### src/rtl/mul_pkg.sv
// Shared definitions for the sequential shift-add multiplier: FSM states,
// operand width and iteration count.
package mul_pkg;

   typedef enum logic [1:0] {
      IDLE = 2'd0,
      RUN  = 2'd1,
      DONE = 2'd2
   } mul_state_e;

   localparam int MUL_ITERS = 8;
   localparam int MUL_W     = 8;
   localparam int CNT_W     = 4;

   localparam logic [CNT_W-1:0] CNT_LAST = CNT_W'(MUL_ITERS - 1);

endpackage

### src/rtl/fa_8.sv
// 8-bit adder with carry-in and carry-out, shared with the ALU datapath.
module fa_8 (
   input  logic [7:0] in1,
   input  logic [7:0] in2,
   input  logic       cin,
   output logic [7:0] sum,
   output logic       cout
);

   assign {cout, sum} = {1'b0, in1} + {1'b0, in2} + {8'b0, cin};

endmodule

### src/rtl/mul_seq_8.sv
// Sequential 8x8 unsigned shift-add multiplier: one partial product per cycle
// through fa_8, 16-bit result after 8 iterations, start/busy/done handshake.
module mul_seq_8
   import mul_pkg::*;
(
   input  logic                 clk,
   input  logic                 reset,
   input  logic                 start,
   input  logic [MUL_W-1:0]     multiplicand,
   input  logic [MUL_W-1:0]     multiplier,
   output logic [2*MUL_W-1:0]   product,
   output logic                 busy,
   output logic                 done
);

   mul_state_e        state_q, state_d;
   logic [MUL_W-1:0]  mcand_q, mcand_d;
   logic [MUL_W-1:0]  acc_hi_q, acc_hi_d;
   logic [MUL_W-1:0]  acc_lo_q, acc_lo_d;
   logic [CNT_W-1:0]  cnt_q, cnt_d;

   logic [MUL_W-1:0]  fa_in2;
   logic [MUL_W-1:0]  fa_sum;
   logic              fa_cout;

   // Partial product: add the multiplicand only when the current multiplier bit is set.
   assign fa_in2 = acc_lo_q[0] ? mcand_q : '0;

   fa_8 u_fa (
      .in1  (acc_hi_q),
      .in2  (fa_in2),
      .cin  (1'b0),
      .sum  (fa_sum),
      .cout (fa_cout)
   );

   always_comb begin
      // NOTE: every output of this block gets a default first so no path can infer a latch.
      state_d  = state_q;
      mcand_d  = mcand_q;
      acc_hi_d = acc_hi_q;
      acc_lo_d = acc_lo_q;
      cnt_d    = cnt_q;

      case (state_q)
         IDLE: begin
            if (start) begin
               mcand_d  = multiplicand;
               acc_hi_d = '0;
               acc_lo_d = multiplier;
               cnt_d    = '0;
               state_d  = RUN;
            end
         end
         RUN: begin
            // The carry is the 9th bit of the partial sum and lands in acc_hi[7].
            {acc_hi_d, acc_lo_d} = {fa_cout, fa_sum, acc_lo_q[MUL_W-1:1]};
            cnt_d = cnt_q + 1'b1;
            if (cnt_q == CNT_LAST) begin
               state_d = DONE;
            end
         end
         DONE:    state_d = IDLE;
         default: state_d = IDLE;
      endcase
   end

   // NOTE: sequential state uses non-blocking assignments so all flops update together.
   always_ff @(posedge clk or posedge reset) begin
      if (reset) begin
         state_q  <= IDLE;
         mcand_q  <= '0;
         acc_hi_q <= '0;
         acc_lo_q <= '0;
         cnt_q    <= '0;
      end else begin
         state_q  <= state_d;
         mcand_q  <= mcand_d;
         acc_hi_q <= acc_hi_d;
         acc_lo_q <= acc_lo_d;
         cnt_q    <= cnt_d;
      end
   end

   assign product = {acc_hi_q, acc_lo_q};
   assign busy    = (state_q != IDLE);
   assign done    = (state_q == DONE);

endmodule

### config.mk
export PLATFORM = sky130hd
export DESIGN_NAME = mul_seq_8
export DESIGN_NICKNAME = d
export VERILOG_FILES = /design/src/rtl/mul_pkg.sv /design/src/rtl/fa_8.sv /design/src/rtl/mul_seq_8.sv
export SDC_FILE = /design/constraint.sdc
export NUM_CORES = 1
export LEC_CHECK = 0
export CAP_MARGIN = 20
export CORE_ASPECT_RATIO = 1.1
export CORE_MARGIN = 3
export CORE_UTILIZATION = 30
export CTS_CLUSTER_DIAMETER = 120
export DETAILED_ROUTE_END_ITERATION = 10
export GPL_TIMING_DRIVEN = 0
export SYNTH_ARGS = -nofsm -noshare
export SYNTH_HDL_FRONTEND = slang
export SYNTH_SLANG_ARGS = --single-unit
### constraint.sdc
create_clock -name clk -period 1.9 [get_ports clk]
set_input_delay 0.475 -clock clk [delete_from_list [all_inputs] [get_ports clk]]
set_output_delay 0.475 -clock clk [all_outputs]
set_load 0.01 [all_outputs]
# ---- After elaboration in Yosys (flattened, before gate mapping)
# Index checks and enable logic that the tools add are counted.
dict set report word_totals {
  ff_bits 30
  out_inout_bits 18
  word_cells 28
  in_bits 19
  mem_bits_ro 0
  latchBits 0
  mem_bits_rw 0
  mem_count 0
}
dict set report op_classes {
  mux 10
  n_reduce_logical 6
  bitwise_logic 0
  magnitude_cmp 0
  add_sub_neg 2
  mul 0
  n_div 0
  shift 0
  n_eq_ne 5
}
# op n
set op_table {}
lappend op_table {{8-bit one-hot mux with 2 select lines} 2}
lappend op_table {{8-bit two-way mux} 3}
lappend op_table {{8-bit by 8-bit adder with 9-bit output} 1}
lappend op_table {{4-bit one-hot mux with 2 select lines} 1}
lappend op_table {{2-bit AND reduction} 3}
lappend op_table {{4-bit by 1-bit adder with 4-bit output (second input constant)} 1}
lappend op_table {{4-bit by 3-bit == test with 1-bit output (second input constant)} 1}
lappend op_table {{2-bit two-way mux} 2}
lappend op_table {{4-bit two-way mux} 1}
lappend op_table {{2-bit != test (second input constant)} 2}
lappend op_table {{2-bit one-hot mux with 2 select lines} 1}
lappend op_table {{2-bit nonzero test} 2}
lappend op_table {{2-bit by 1-bit == test with 1-bit output (second input constant)} 1}
lappend op_table {{2-bit == test (second input constant)} 1}
lappend op_table {{2-bit logical NOT} 1}

# ---- Depth between registers and ports, before layout
dict set report logic_depth {
  ltp_word 3
  depth_mapped 7
}

# ---- Cells and area by module
# A second synthesis with hierarchy kept.
dict set report hier_totals {
  cells_unflattened 171
  hier_area_um2 1679.1
}
# mod area_each_um2 cells_per_inst n_inst
set by_module_without_submodules {}
lappend by_module_without_submodules {mul_seq_8 1347.5 131 1}
lappend by_module_without_submodules {fa_8 331.6 40 1}

# ---- Least setup slack after synthesis
# No wires, ideal clock.
dict set report synth_timing {
  path_type {reg2reg}
  from {register acc_lo_q[0]}
  to {register acc_hi_q[6]}
  setup_slack_ns -0.012
  arrival_ns 1.786
  path_stages_with_launch 7
  setup_time_ns 0.126
  n_path_buf 0
  cell_sequence {dfrtp_1 > and2_1 > ha_1 > a21oi_1 > nand2_1 > a221o_1 > a221o_1}
}
dict set report synth_between {
  elab_chain_cells 3
}
# item line
set synth_lines {}
lappend synth_lines {{start: declaration} mul_seq_8.sv:19} ;# logic [MUL_W-1:0] acc_lo_q, acc_lo_d;
lappend synth_lines {{start signal: assignment} mul_seq_8.sv:80} ;# acc_lo_q <= acc_lo_d;
lappend synth_lines {{8-bit two-way mux} mul_seq_8.sv:27} ;# assign fa_in2 = acc_lo_q[0] ? mcand_q : '0;
lappend synth_lines {{8-bit by 8-bit adder with 9-bit output} fa_8.sv:10} ;# assign {cout, sum} = {1'b0, in1} + {1'b0, in2} + {8'b0, cin};
lappend synth_lines {{8-bit one-hot mux with 2 select lines} mul_seq_8.sv:45} ;# case (state_q)
lappend synth_lines {{end signal: assignment} mul_seq_8.sv:79} ;# acc_hi_q <= acc_hi_d;
lappend synth_lines {{end: declaration} mul_seq_8.sv:18} ;# logic [MUL_W-1:0] acc_hi_q, acc_hi_d;
# Every way passes these cells.
# A chain may end at the register's enable or synchronous reset.

# ---- Final worst setup path
dict set report layout_timing {
  from {register acc_lo_q[0]}
  to {register acc_hi_q[5]}
}
# The elaborated chain is that of the path after synthesis.

==> results.yml <==
run_status:
  status: "complete, no violations"
routing:
  detail_route.wirelength_mm: 3.80
  num_vias: 1312
  drt-wirelength-per-cell_um: 13.8
  drt_pass1_iterations: 4
  route.detailed.drc: 0
  final_antenna_net_count: 0
  drt-initial-drc-count: 58
  average_vias_per_placed_instance: 4.77
cts:
  cts_tree: "built"
  tritoncts.num_buffers: 5
  clk_pin_slew_ps: 60
  post_cts_hold_buffer_count: 0
  clock_tree.buffer_depth: 2
  clkLatencyLatePin_ps: 280
  cts.root.buffer_cell: "sky130_fd_sc_hd__clkbuf_8"
  cts.sinks: 30
  ctsHtreeMaxLevel: 2
global_routing:
  initial_antenna_violation_count: 0
  via_count_of_the_first_global_routing_pass: 1357
  grt_usage_pct: 13.0
  grt_max_degree: 17
  grt_overflow_total: 0
  grt_pass1_wl_mm: 6.65
critical_path:
  critical_path.startpoint_type: "register"
  crit_fanout: 8
  cp_data_arrival_time_ps: 1990
  cp.required_ps: 2050
  type_of_the_worst_setup_path: "register to register"
  cp-end-kind: "register"
timing:
  worst_clock_skew_ps: 1.79
  rsz0062_at_grt: "yes"
  timing_max_transition_violations_final: 0
  finalCritPeriodShare_pct: 96.6
  report.final.hold_viol_count: 0
  period_minus_slack_ps: 1840
  worst_margin_slew_ps: 690
  timing.final.setup_violations: 0
  hold_slack_ps: 497
  max-slew-margin-rel_pct: 53.9
  max_freq_mhz: 545
logic_synthesis:
  yosysMostFrequentCell: "sky130_fd_sc_hd__dfrtp_1"
  postSynth.topFlopCell: "sky130_fd_sc_hd__dfrtp_1"
  ys.warnings.count: 0
  synthesis.area_per_instance_um2: 10.9
  ys_types: 40
  async_flop_share_pct: 100
  synthTopCellsByArea: "sky130_fd_sc_hd__dfrtp_1 45%, sky130_fd_sc_hd__ha_1 6.8%, sky130_fd_sc_hd__mux2_2 5.4%, sky130_fd_sc_hd__mux2i_1 4.8%, sky130_fd_sc_hd__nand2_1 3.8%"
  share_of_the_synthesized_area_in_the_top_cell_type_pct: 45.2
  synth-seq-area-share_pct: 45.2
  synthesis.instances: 152
  ys_seq_elements: 30
  synth_area_um2: 1660
  synth-edff-count: 0
  cell_taking_the_most_area_after_synthesis: "sky130_fd_sc_hd__dfrtp_1"
  nets_in_the_synthesized_netlist: 181
  synth.cells.most_frequent: "30 x sky130_fd_sc_hd__dfrtp_1, 17 x sky130_fd_sc_hd__nand2_1, 10 x sky130_fd_sc_hd__o21ai_0"
layout:
  antenna-diode-count: 0
  final_layout_size_suffix_gt1_share_pct: 23.2
  multi_input_area_um2: 940
  area.growth.synth_to_final_pct: 44.0
  final-seq-area_um2: 752
  fillCellCount: 526
  final_nets: 231
  fin_util_pct: 46.3
floorplanning:
  starting_density_pct: 32.1
  die_y_um: 84.1
  die_width_um: 77.0
  top_ports: 37
  core.rowCount: 27
  core_region_area_um2: 5170
  die_outline_area_um2: 6470
place:
  place.gp.congestion: 0.746
  numPortBuffers: 36
  place.detailed.hpwl_mm: 2.76
pwr:
  vdd_ir_drop_max_mv: 0.605
  static-leakage-power_nw: 1.02
  power_density_cells_nw_per_um2: 1530
flow_run:
  drv.max_cap_violation_count: 0
min_path:
  worstHoldPathType: "register to register"
-- cells by family (layout without fill, tap and decap cells) --
| family | count (synthesis) | in the layout | synth area share [%] |
|---|---|---|---|
| multiplexers | 16 | 16 | 10.2 |
| AND/OR/NAND/NOR | 42 | 42 | 13.6 |
| XOR/XNOR | 4 | 4 | 2.11 |
| AO/OA/AOI/OAI | 40 | 40 | 16.0 |
| buffers and inverters | 10 | 61 | 4.89 |
| adder cells (fa/ha/maj) | 10 | 10 | 7.98 |
| flip-flops | 30 | 30 | 45.2 |
-- cells in the final DEF, fill, tap and decap left out, types with 5 or more instances in the layout --
cell type,netlist,layout
sky130_fd_sc_hd__buf_4,0,5
sky130_fd_sc_hd__clkbuf_8,1,7
sky130_fd_sc_hd__clkdlybuf4s50_1,0,33
sky130_fd_sc_hd__dfrtp_1,30,29
sky130_fd_sc_hd__ha_4,0,5
sky130_fd_sc_hd__inv_1,5,5
sky130_fd_sc_hd__mux2_2,8,8
sky130_fd_sc_hd__mux2i_1,8,8
sky130_fd_sc_hd__nand2_1,17,16
sky130_fd_sc_hd__o21ai_0,10,9
sky130_fd_sc_hd__o21ai_1,7,8
-- power by group --
| group | internal [W] | total [W] | switching (W) | leakage, nW |
|---|---|---|---|---|
| Sequential | 0.000929 | 0.00117 | 0.000241 | 0.373 |
| Combinational | 0.00108 | 0.00194 | 0.000866 | 0.597 |
| Clock | 0.000292 | 0.000538 | 0.000246 | 0.0482 |
-- worst paths after layout --
check	from	to	cells past startpoint	slack, ps
max	acc_lo_q[0]	acc_hi_q[5]	7	60
min	mcand_q[3]	mcand_q[3]	1	500
max reg2reg	acc_lo_q[0]	acc_hi_q[5]	7	60
min reg2reg	mcand_q[3]	mcand_q[3]	1	500
max in group asynchronous	reset	acc_hi_q[3]	3	790
min in group asynchronous	reset	acc_lo_q[2]	2	600
-- critical path, cell delays in order, from the launching register on --
cell and delay, ps:
sky130_fd_sc_hd__dfrtp_2 460, sky130_fd_sc_hd__and2_4 170, sky130_fd_sc_hd__ha_4 160, sky130_fd_sc_hd__fa_2 370, sky130_fd_sc_hd__a21oi_4 150, sky130_fd_sc_hd__o211ai_1 140, sky130_fd_sc_hd__xnor2_1 180, sky130_fd_sc_hd__o22ai_1 80
-- sequential cells by signal, indices dropped and copies added, names as in the netlist --
signal,flops
acc_hi_q,8
acc_lo_q,8
cnt_q,4
mcand_q,8
state_q,2
-- routing by layer --
metal	vias to the layer above	GRT usage, %	part of all wire, %
li1	641	-	-
met2	38	19.7	46
met3	4	4.64	5.7
met4	0	4.45	0.60
met1	629	17.2	47
met5	-	0	0
-- final cells by class --
cell class	count	area share (%)
Sequential cell	30	31.4
Inverter	5	0.785
Multi-Input combinational cell	112	39.3
Clock buffer	7	3.61
Timing Repair Buffer	43	18.3
Buffer	5	2.62
Tap cell	72	3.77
Clock inverter	1	0.209
-- through the flow --
step / setup slack [ps] / cell area, um^2 / instances / total power [W] / TNS, ps
2_1_floorplan: 8.62 / 1660 / 152 / 0.00226 / 0
3_3_place_gp: -169 / 2110 / 260 / 0.00285 / -1380
3_5_place_dp: -185 / 2140 / 261 / 0.00289 / -850
4_1_cts: -6.46 / 2350 / 274 / 0.00362 / -6.46
5_1_grt: -36.4 / 2390 / 275 / 0.00397 / -68.0
6_report: 64.8 / 2390 / 275 / 0.00365 / 0
-- timing repair --
| item | CTS | global route |
|---|---|---|
| endpoints found under the setup margin | 7 | 7 |
| gates cloned | 0 | 0 |
| setup buffers | 5 | 1 |
| gates resized for setup | 15 | 10 |
| pin swaps | 9 | 7 |
Note: power is estimated with default switching activity, not from simulation.
==> RTL edit: new RTL, config.mk and constraints unchanged <==
Make the reset (`reset`) synchronous in one clocked block.
--- a/src/rtl/mul_seq_8.sv
+++ b/src/rtl/mul_seq_8.sv
@@ -67,5 +67,5 @@
 
    // NOTE: sequential state uses non-blocking assignments so all flops update together.
-   always_ff @(posedge clk or posedge reset) begin
+   always_ff @(posedge clk) begin
       if (reset) begin
          state_q  <= IDLE;
Formal check against the unedited RTL: differs if reset is asserted again (counterexample within 4 cycles, from zero or initial values and one cycle with reset high); with reset held inactive, the same outputs for 4 cycles.
==> RTL edit against the original RTL <==
- via count rose by 1.9%
- setup slack got worse by 0.0040 ns
- routed wire length decreased by 5.6%
- clock skew rose by 0.0025 ns
- cell area shrank 12%
- synthesized area decreased by 11%
- sequential cell count did not move
- critical endpoint is now acc_hi_q[6]
Power is not compared: it rests on default switching activity, and its combinational part moved more than twofold at a synthesized area within 25%.
==> RTL edit: results (changes against the original RTL) <==
The run finished with clean final reports. The largest fanout on the critical path is 9 (+1). The initial antenna violation count is 0 (unchanged). The fraction of final layout cells sized beyond drive strength 1 came out at 0.142 (-0.0893).

The post-place instance area came out at 1910 sq um (-11%). The async set or reset register ratio after synthesis is 0 (-1.00). The global-route wire length before repair is 5930 microns (-11%). The HPWL after detailed placement is 2530 microns (-8.3%). By area the synthesized netlist is led by dfxtp_1 (41%), nand2_1 (9.7%), ha_1 (7.7%). Counting instances in the post-synthesis netlist gives the leading cell types as nand2_1 (38), dfxtp_1 (30), a21oi_1 (15). The sequential element share of the synthesized area was 0.408 (-0.0436). The iteration-0 DRC count of the detailed router is 45 (-22%).

The number of global-route vias before repair came out at 1331 (-1.9%). The minimum setup slack after placement came out at -0.170 ns (+0.0158 ns). The total routed wire length on the met1 layer came out at 1650 microns (-7.9%). The met3 routed wirelength came out at 187 microns (-14%). The met2 layer wire length in the routed design came out at 1700 microns (-3.9%). The all-layer global routing usage is 0.133 (+0.00246). The number of nets in the finished design came to 247 (+6.9%).

The largest net degree at the start of global routing came out at 11 (-6). The data arrival time of the worst path is 2.01 ns (+0.02 ns). The via density per instance is 4.88 (+2.3%). The filler cell count came out at 481 (-8.6%). The number of buffers inserted during clock tree synthesis came out at 5 (unchanged). The share of the core filled with cells in the final layout came out at 0.448 (-0.0149).

The clock skew is 0.00425 ns (+0.00246 ns). The most frequently used flop master after synthesis is dfxtp_1. The actual transition at the worst max-transition pin came out at 0.481 ns (-0.209 ns). The net count of the mapped netlist came to 202 (+12%). The weighted congestion at the end of routability-driven global placement is 0.750 (+0.50%). The maximum level of the CTS H-tree came to 2 (unchanged). The peak supply drop came out at 288 uV. The antenna diode instance count came out at 0 (unchanged). The number of port buffers came out at 36 (unchanged). The count of distinct cell types in the synthesized netlist was 33 (-18%). The detail-routed net length per standard cell came out at 13.1 microns (-5.3%).
[RTL edit: changes by cell type in the layout (fill, tap and decap cells not counted), moves of 7 or more]
cell	delta
a21oi_1	+9
a311oi_1	+8
dfrtp_1	-29
dfxtp_1	+27
mux2_2	-7
mux2i_1	-8
nand2_1	+22
nor2_1	+10
o21ai_0	-8
o21ai_1	-8
[RTL edit: cells by family (layout without fill, tap and decap cells)]
family | Yosys count | count (layout) | share of synthesized area
flops | 30 | 30 | 0.408
fa+ha+maj | 10 | 10 | 0.0901
simple gates | 76 | 76 | 0.234
buf+inv | 10 | 55 | 0.0323
xor+xnor | 5 | 5 | 0.0298
compound gates | 41 | 41 | 0.198
mux | 1 | 1 | 0.00765
[RTL edit: layout make-up]
class,count,share of cell area
multi-input cells,133,0.439
flip-flops and latches,30,0.289
repair buffers,38,0.179
clock buffers,7,0.0364
well taps,56,0.0334
plain buffers,8,0.0191
inverters,2,0.00358
[RTL edit: critical path: stages, from the launching register on]
cell     delay, ns
dfxtp_4       0.37
and2_4        0.17
ha_4          0.24
a21oi_4       0.15
a21oi_2       0.09
or4_1         0.46
a32o_1        0.26
[RTL edit: final timing paths]
kind	from	end	slack (ns)	depth (start not counted)
max	acc_lo_q[0]	acc_hi_q[6]	0.06	6
min	mcand_q[5]	mcand_q[5]	0.45	2
max reg2reg	acc_lo_q[0]	acc_hi_q[6]	0.06	6
min reg2reg	mcand_q[5]	mcand_q[5]	0.45	2
[RTL edit: per-layer routing]
layer | GRT usage | up-vias
met5 | 0 | -
met4 | 0.0498 | 0
met3 | 0.0441 | 4
met2 | 0.216 | 30
met1 | 0.161 | 603
li1 | - | 700
[RTL edit: power by group through the flow]
stage	Combinational (mW)	Clock (mW)	Sequential (mW)
after floorplan	0.0989	0	0.703
after global placement	0.209	0	0.702
after detailed placement	0.211	0	0.702
after CTS	0.215	0.492	0.689
after global routing	0.243	0.515	0.693
final	0.219	0.479	0.688
[RTL edit: repair_timing]
item | CTS | global route
resized for setup | 9 | 11
buffers inserted | 0 | 2
setup endpoints to repair | 5 | 5
pin swaps | 1 | 3
hold buffers | 0 | 0
[RTL edit: through the flow]
step | hold slack (ns) | cells
after floorplan | 0.432 | 173
after global placement | 0.439 | 265
after detailed placement | 0.445 | 265
after CTS | 0.453 | 272
after global routing | 0.470 | 274
final | 0.451 | 274
